## src/rtl/w8_pkg.sv

```systemverilog
// Shared constants and types for the w8 weight loader.
package w8_pkg;

    localparam int unsigned NBANK     = 16;
    localparam int unsigned DEPTH     = 16;
    localparam int unsigned AW        = 4;
    localparam int unsigned DW        = 8;
    localparam int unsigned IMG_BYTES = 256;
    localparam int unsigned CW        = 8;

    typedef logic signed [DW-1:0] weight_t;

    typedef enum logic [2:0] {
        StIdle,
        StLoad,
        StFlush,
        StKick,
        StWait
    } state_e;

endpackage

```

## src/rtl/w8_bank_wr.sv

```systemverilog
// Registered write port for the 16 weight banks: one-hot bank decode of the
// beat index upper nibble, shared address/data registers.
module w8_bank_wr
    import w8_pkg::*;
(
    input  logic             clk,
    input  logic             xrst,
    input  logic             wr_en,
    input  logic [CW-1:0]    idx,
    input  weight_t          data,
    output logic [NBANK-1:0] w_we,
    output logic [AW-1:0]    w_waddr,
    output weight_t          w_wdata
);

    logic [NBANK-1:0] onehot;

    // Bank-major layout: beat index [7:4] picks the bank, [3:0] the entry.
    always_comb begin
        onehot = {{(NBANK-1){1'b0}}, 1'b1} << idx[7:4];
    end

    // Write enable lives for one cycle; address/data hold between writes.
    always_ff @(posedge clk) begin
        if (xrst) begin
            w_we    <= '0;
            w_waddr <= '0;
            w_wdata <= '0;
        end else begin
            w_we <= wr_en ? onehot : '0;
            if (wr_en) begin
                w_waddr <= idx[3:0];
                w_wdata <= data;
            end
        end
    end

endmodule

```

## src/rtl/w8_weight_loader.sv

```systemverilog
// Streams a 256-byte weight image into the w8 banks, then kicks w8 and waits
// for its completion. Optional checksum output: W8_LOADER_CHECKSUM_EN.
module w8_weight_loader
    import w8_pkg::*;
(
    input  logic             clk,
    input  logic             xrst,
    input  logic             load_req,
    input  logic             s_valid,
    output logic             s_ready,
    input  weight_t          s_data,
    input  logic             s_last,
    output logic [NBANK-1:0] w_we,
    output logic [AW-1:0]    w_waddr,
    output weight_t          w_wdata,
    output logic             start,
    input  logic             finish,
    output logic             done,
    output logic             busy,
`ifdef W8_LOADER_CHECKSUM_EN
    output logic [15:0]      csum,
`endif
    output logic             err
);

    state_e        state_q, state_d;
    logic [CW-1:0] count_q;
    logic          err_q;
    logic          done_q;
    logic          accept;
    logic          is_last_beat;
    logic          frame_bad;
    logic          enter_load;

    assign accept       = s_valid && (state_q == StLoad);
    assign is_last_beat = (count_q == CW'(IMG_BYTES - 1));
    // s_last must appear exactly on the final beat, nowhere else.
    assign frame_bad    = s_last ^ is_last_beat;
    assign enter_load   = (state_q == StIdle) && load_req;

    // Next-state and Moore outputs.
    always_comb begin
        state_d = state_q;
        s_ready = 1'b0;
        start   = 1'b0;
        unique case (state_q)
            StIdle: begin
                if (load_req) state_d = StLoad;
            end
            StLoad: begin
                s_ready = 1'b1;
                if (s_valid && is_last_beat) state_d = StFlush;
            end
            StFlush: state_d = StKick;
            StKick: begin
                start   = 1'b1;
                state_d = StWait;
            end
            StWait: begin
                // finish beats any concurrent load_req; load_req is not looked at here.
                if (finish) state_d = StIdle;
            end
            default: state_d = StIdle;
        endcase
    end

    // State, beat counter, sticky framing error and done pulse.
    always_ff @(posedge clk) begin
        if (xrst) begin
            state_q <= StIdle;
            count_q <= '0;
            err_q   <= 1'b0;
            done_q  <= 1'b0;
        end else begin
            state_q <= state_d;
            done_q  <= (state_q == StWait) && finish;
            if (enter_load) begin
                count_q <= '0;
                err_q   <= 1'b0;
            end else if (accept) begin
                if (!is_last_beat) count_q <= count_q + CW'(1);
                if (frame_bad) err_q <= 1'b1;
            end
        end
    end

    assign done = done_q;
    assign err  = err_q;
    assign busy = (state_q != StIdle);

    w8_bank_wr u_bank_wr (
        .clk     (clk),
        .xrst    (xrst),
        .wr_en   (accept),
        .idx     (count_q),
        .data    (s_data),
        .w_we    (w_we),
        .w_waddr (w_waddr),
        .w_wdata (w_wdata)
    );

`ifdef W8_LOADER_CHECKSUM_EN
    logic [15:0] csum_q;

    // Running sum of sign-extended accepted bytes for the current load.
    always_ff @(posedge clk) begin
        if (xrst) begin
            csum_q <= '0;
        end else if (enter_load) begin
            csum_q <= '0;
        end else if (accept) begin
            csum_q <= csum_q + {{(16 - DW){s_data[DW-1]}}, s_data};
        end
    end

    assign csum = csum_q;
`endif

endmodule

```

## config.mk

```make
export PLATFORM = sky130hd
export DESIGN_NAME = w8_weight_loader
export DESIGN_NICKNAME = d
export VERILOG_FILES = /design/src/rtl/w8_pkg.sv /design/src/rtl/w8_bank_wr.sv /design/src/rtl/w8_weight_loader.sv
export SDC_FILE = /design/constraint.sdc
export NUM_CORES = 1
export LEC_CHECK = 0
export CELL_PAD_IN_SITES_DETAIL_PLACEMENT = 1
export CELL_PAD_IN_SITES_GLOBAL_PLACEMENT = 1
export CORE_UTILIZATION = 35
export CTS_BUF_LIST = sky130_fd_sc_hd__clkbuf_8
export DETAILED_ROUTE_END_ITERATION = 10
export GPL_TIMING_DRIVEN = 0
export PLACE_DENSITY_LB_ADDON = 0.2
export SLEW_MARGIN = 40
export SYNTH_ARGS = -nofsm -noshare
export SYNTH_HDL_FRONTEND = slang
export SYNTH_SLANG_ARGS = --single-unit
```

## constraint.sdc

```tcl
create_clock -name clk -period 1.74 [get_ports clk]
set_clock_uncertainty 0.15 [all_clocks]
set_input_delay 0.348 -clock clk [delete_from_list [all_inputs] [get_ports clk]]
set_output_delay 0.348 -clock clk [all_outputs]
set_load 0.05 [all_outputs]
```

* Yosys cells after proc, flatten, opt, wreduce, memory -nomap -nowiden
Cells that the tools add are included.
Storage, ports and cells: register bits 41, output and inout bits 33, logic and storage cells 37
Cells by class: $add $sub $neg 1, equal/unequal tests 8, shift operators 1, mux-type cells 6, bitwise logic cells 3, reductions and logical operators 11
Operators with widths (count):
- left shift 1 x 4 -> 16 bit, first input constant | 1
- case mux 3 bit (5 select lines) | 1
- 2-to-1 mux 3 bit | 3
- adder 8 x 1 -> 8 bit, second input constant | 1
- == test 8 bit, second input constant | 1
- == test 3 x 2 -> 1 bit, second input constant | 2
- logical AND 1 bit | 4
- inequality test 2 bit, second input constant | 2
- AND reduction 2 bit | 2
- OR reduction 2 bit | 2
- == test 3 x 1 -> 1 bit, second input constant | 1
- == test 3 bit, second input constant | 1
- logical NOT 3 bit | 1
- AND reduction 3 bit | 1
- nonzero test 3 bit | 1
- 2-to-1 mux 1 bit | 2
- inequality test 2 x 1 -> 1 bit, second input constant | 1
- inverter 1 bit | 2
- XOR 1 bit | 1

* Longest topological paths before layout
depth after elaboration 4, mapped depth 5, mapped depth without buffers 5

* By module
A second synthesis with hierarchy kept.
Unflattened totals: cell total of the unflattened synthesis 153, area, all modules 1541.5 um2
Modules (own cells, without submodules):
- w8_bank_wr | times used 1, cells an instance 78, area an instance 873.3 um2, sequential area each 560.5 um2
- w8_weight_loader | times used 1, cells an instance 75, area an instance 668.1 um2, sequential area each 260.2 um2

* Worst setup path before layout
OpenSTA, ideal clock, no wires.
path kind register to register, start point reg state_q[0], end point reg u_bank_wr.w_we[4], data arrival time 1.720 ns, data required time 1.516 ns, slack -0.204 ns, stages on the path, launching flop included 5, period minus slack after synthesis 1.944 ns, path through dfxtp_1 nor3b_4 nand2_2 or4b_4 nor3_2
On the way: longest elaborated chain between the ends 4
Ends and longest elaborated chain:
- start, declared | RTL line w8_weight_loader.sv:26 | state_e state_q, state_d;
- start signal, assigned | RTL line w8_weight_loader.sv:70 | state_q <= StIdle;
- start signal, assigned | RTL line w8_weight_loader.sv:75 | state_q <= state_d;
- == test 3 x 1 -> 1 bit | RTL line w8_weight_loader.sv:35 | assign accept = s_valid && (state_q == StLoad);
- logical AND 1 bit | RTL line w8_weight_loader.sv:35
- inverter 1 bit (no line)
- OR reduction 2 bit (no line)
- end signal, assigned | RTL line w8_bank_wr.sv:30 | w_we <= wr_en ? onehot : '0;
- end, declared | RTL line w8_bank_wr.sv:11 | output logic [NBANK-1:0] w_we,
Every way passes these cells. A chain may end at the register's enable or synchronous reset.

* Worst setup path in the final report
start point reg state_q[2], end point out busy
On the way: longest elaborated chain between the ends 1
Ends and longest elaborated chain:
- nonzero test 3 bit | RTL line w8_weight_loader.sv:89 | assign busy = (state_q != StIdle);
- end, declared | RTL line w8_weight_loader.sv:19 | output logic busy,
Every way passes these cells.

==> out/results.tsv <==
stage	metric	value	unit
outcome	run_status	complete, no violations	
critical_path	required	1240	ps
critical_path	crit_buf_inv	1	
clock_network	cts_buffer_depth	2	
route	drtAntennaViolNets	0	
worst_hold_path	hp-start	err	
clock_network	cts.sinks	41	
critical_path	path_class	reg -> out	
route	routed_wl	3.82	mm
pwr	p_per_area	803	nW/µm²
logic_synthesis	ys_async_sr_fraction	0	%
cells_and_area	final_util	53.0	%
critical_path	cp_slowest_cell	or3_4	
global_route	first_global_vias	1305	
critical_path	startpoint	state_q[2]	
logic_synthesis	syn_inst	170	
critical_path	crit_path_start_kind	flop	
sta	holdWs	305	ps
global_route	antenna_found_initial	0	
route	avgRoutedWirePerCell	13.9	µm
pwr	irDropWorstVdd	411	µV
logic_synthesis	yosysSeqAreaShare	54.1	%
die	initial_core_util	37.1	%
critical_path	r2r_setup_slack	130	ps
route	drcViolationCount	0	
global_route	grt_max_degree	12	
critical_path	ff2ff_path_depth	4	
sta	hold_viol	0	
worst_hold_path	worstHoldEndpoint	err	
clock_network	cts_buffers	5	
sta	tightest_slew	509	ps
clock_network	cts_tree	done	
global_route	overflow	0	
sta	relSlewSlack	66.2	%
place	routabilityCongestion	0.767	
cells_and_area	syn2layout_area_growth	42.7	%
sta	finalSetupViolCount	0	
logic_synthesis	yosysWarnings	0	
route	first_pass_iters	4	
route	drt_iter0_drc	40	
cells_and_area	drive_gt1_share	13.8	%
critical_path	cp_cell_sequence	or3_4 > buf_6	
critical_path	slowest_delay	400	ps
global_route	grt_pass1_wl	5.92	mm
critical_path	crit_family	simple AND/OR/NAND/NOR gates	
clock_network	insertion_delay	280	ps
route	via_count	1352	
place	portBuffers	46	
logic_synthesis	yosysUniqueCellTypes	35	
run	maxCapViolations	0	
sta	finalSetupTns	0	ps
place	hpwl	2.68	mm
die	io_pins	47	
worst_hold_path	min_path_type	reg -> reg	
logic_synthesis	synth_edf_count	0	
clock_network	path_clk_slew	70	ps
cells_and_area	antenna_cells	0	
sta	rsz0062_at_grt	true	
clock_network	cts_root_buffer	clkbuf_8	
logic_synthesis	synth.net_count	185	
critical_path	worstReg2RegStart	state_q[0]	
sta	clock.fmax	579	MHz
global_route	gr-usage-all-layers	17.7	%
sta	drv_slew	0	
critical_path	r2r-end	u_bank_wr.w_we[4]	
critical_path	crit_fanout	7	
logic_synthesis	yosys_most_used_dff	dfxtp_1	
cells_and_area	final_nets	240	
critical_path	end_kind	output pin	
logic_synthesis	ys_ff_latch	41	
die	die_width	67.8	µm
clock_network	h-tree-depth	2	
sta	fin_crit	1730	ps
route	viasPerCell	4.92	
logic_synthesis	syn_area_per_cell	8.92	µm²
die	dieArea	4600	µm²
logic_synthesis	synthesis.area	1520	µm²
pwr	p_leak	0.954	nW
die	core_area	4090	µm²
sta	fin_crit_sh	99.2	%
die	rows	23	
critical_path	arrival	1230	ps
die	chipHeight	67.8	µm
worst_hold_path	hold_depth	2	
-- stage by stage --
step           cells  worst slack (ps)  cell area [µm²]  total power [W]
2_1_floorplan    170              -153             1520          0.00108
3_3_place_gp     266              -329             2040          0.00114
3_5_place_dp     266              -399             2040          0.00115
4_1_cts          273              -195             2110          0.00175
5_1_grt          275             -14.2             2160          0.00181
6_report         275              13.9             2160          0.00174
-- how the worst max path moves through the flow --
stage / end / cells past startpoint / slack [ps]
6_report: busy / 2 / 10
4_1_cts: busy / 2 / -200
3_3_place_gp: u_bank_wr.w_waddr[0] / 6 / -330
5_1_grt: busy / 2 / -10
3_5_place_dp: u_bank_wr.w_wdata[1] / 6 / -400
2_1_floorplan: u_bank_wr.w_we[4] / 4 / -150
-- cells in the mapped netlist (all sizes together) (3+ instances only) --
library cell  instances  share of area (%)
dfxtp                41                 54
nand2                29                7.3
nor2                 21                5.2
a21oi                16                5.3
nor3                  9                3.3
inv                   6                1.5
buf                   4                1.2
clkbuf                4               0.99
nand2b                4                1.6
o21ai                 4                1.3
nand3                 3               0.99
or3                   3                1.2
xor2                  3                1.7
-- placed cells by master, fill, tap and decap left out, drive strengths merged, types with 7 or more instances in the layout --
cell type      Yosys  routed
dlygate4sd2        0      30
a21oi             16      16
nand2             29      29
dfxtp             41      41
nor2              21      21
clkdlybuf4s50      0      12
clkbuf             4      10
inv                6       7
nor3               9       9
buf                4       9
-- worst min-delay path: stages (launching register included) --
cell     delay (ps)
dfxtp_1         310
inv_1            50
a21oi_1          50
-- final cells by class --
type / count / area [µm²]
timing repair buffer: 48 / 434
tap: 50 / 62.6
clock buffer: 6 / 82.6
clock inverter: 1 / 3.75
inverter: 6 / 22.5
buffer: 8 / 45.0
sequential: 41 / 830
fill: 477 / 1920
multi-input combinational: 115 / 684
-- cell families (layout without fill, tap and decap cells) --
| kind of cell | after synthesis | in the layout | synth area share (%) |
|---|---|---|---|
| fa+ha+maj | 1 | 1 | 0.825 |
| buf+inv | 14 | 69 | 3.71 |
| flops | 41 | 41 | 54.1 |
| simple gates | 81 | 81 | 27.3 |
| mux | 2 | 2 | 1.32 |
| xor+xnor | 4 | 4 | 2.31 |
| compound gates | 27 | 27 | 10.4 |
-- per-layer routing --
| layer | track usage (%) | up-vias | routed length (µm) |
|---|---|---|---|
| met2 | 35.0 | 32 | 2070 |
| met5 | 0 | - | 0 |
| met3 | 4.83 | 9 | 161 |
| met4 | 5.99 | 0 | 78 |
| met1 | 17.4 | 635 | 1510 |
| li1 | - | 676 | - |
-- power breakdown --
| part | internal (W) | switching (W) | total, W | leakage, nW |
|---|---|---|---|---|
| clock network | 0.000309 | 0.000301 | 0.000610 | 0.0485 |
| registers | 0.000948 | 0.00000913 | 0.000958 | 0.333 |
| logic | 0.0000674 | 0.000102 | 0.000169 | 0.572 |
| total | 0.00132 | 0.000413 | 0.00174 | 0.954 |
-- sequential cells by signal, indices dropped and copies added, names as in the netlist --
register and flops:
count_q 8, done 1, err 1, state_q 3, u_bank_wr.w_waddr 4, u_bank_wr.w_wdata 8
u_bank_wr.w_we 16
-- timing repair --
item | CTS | global route
setup buffers | 0 | 2
setup endpoints to repair | 47 | 19
hold buffers | 0 | 0
resized for setup | 50 | 18
pin swaps | 1 | 0
(Power assumes the default switching activity.)
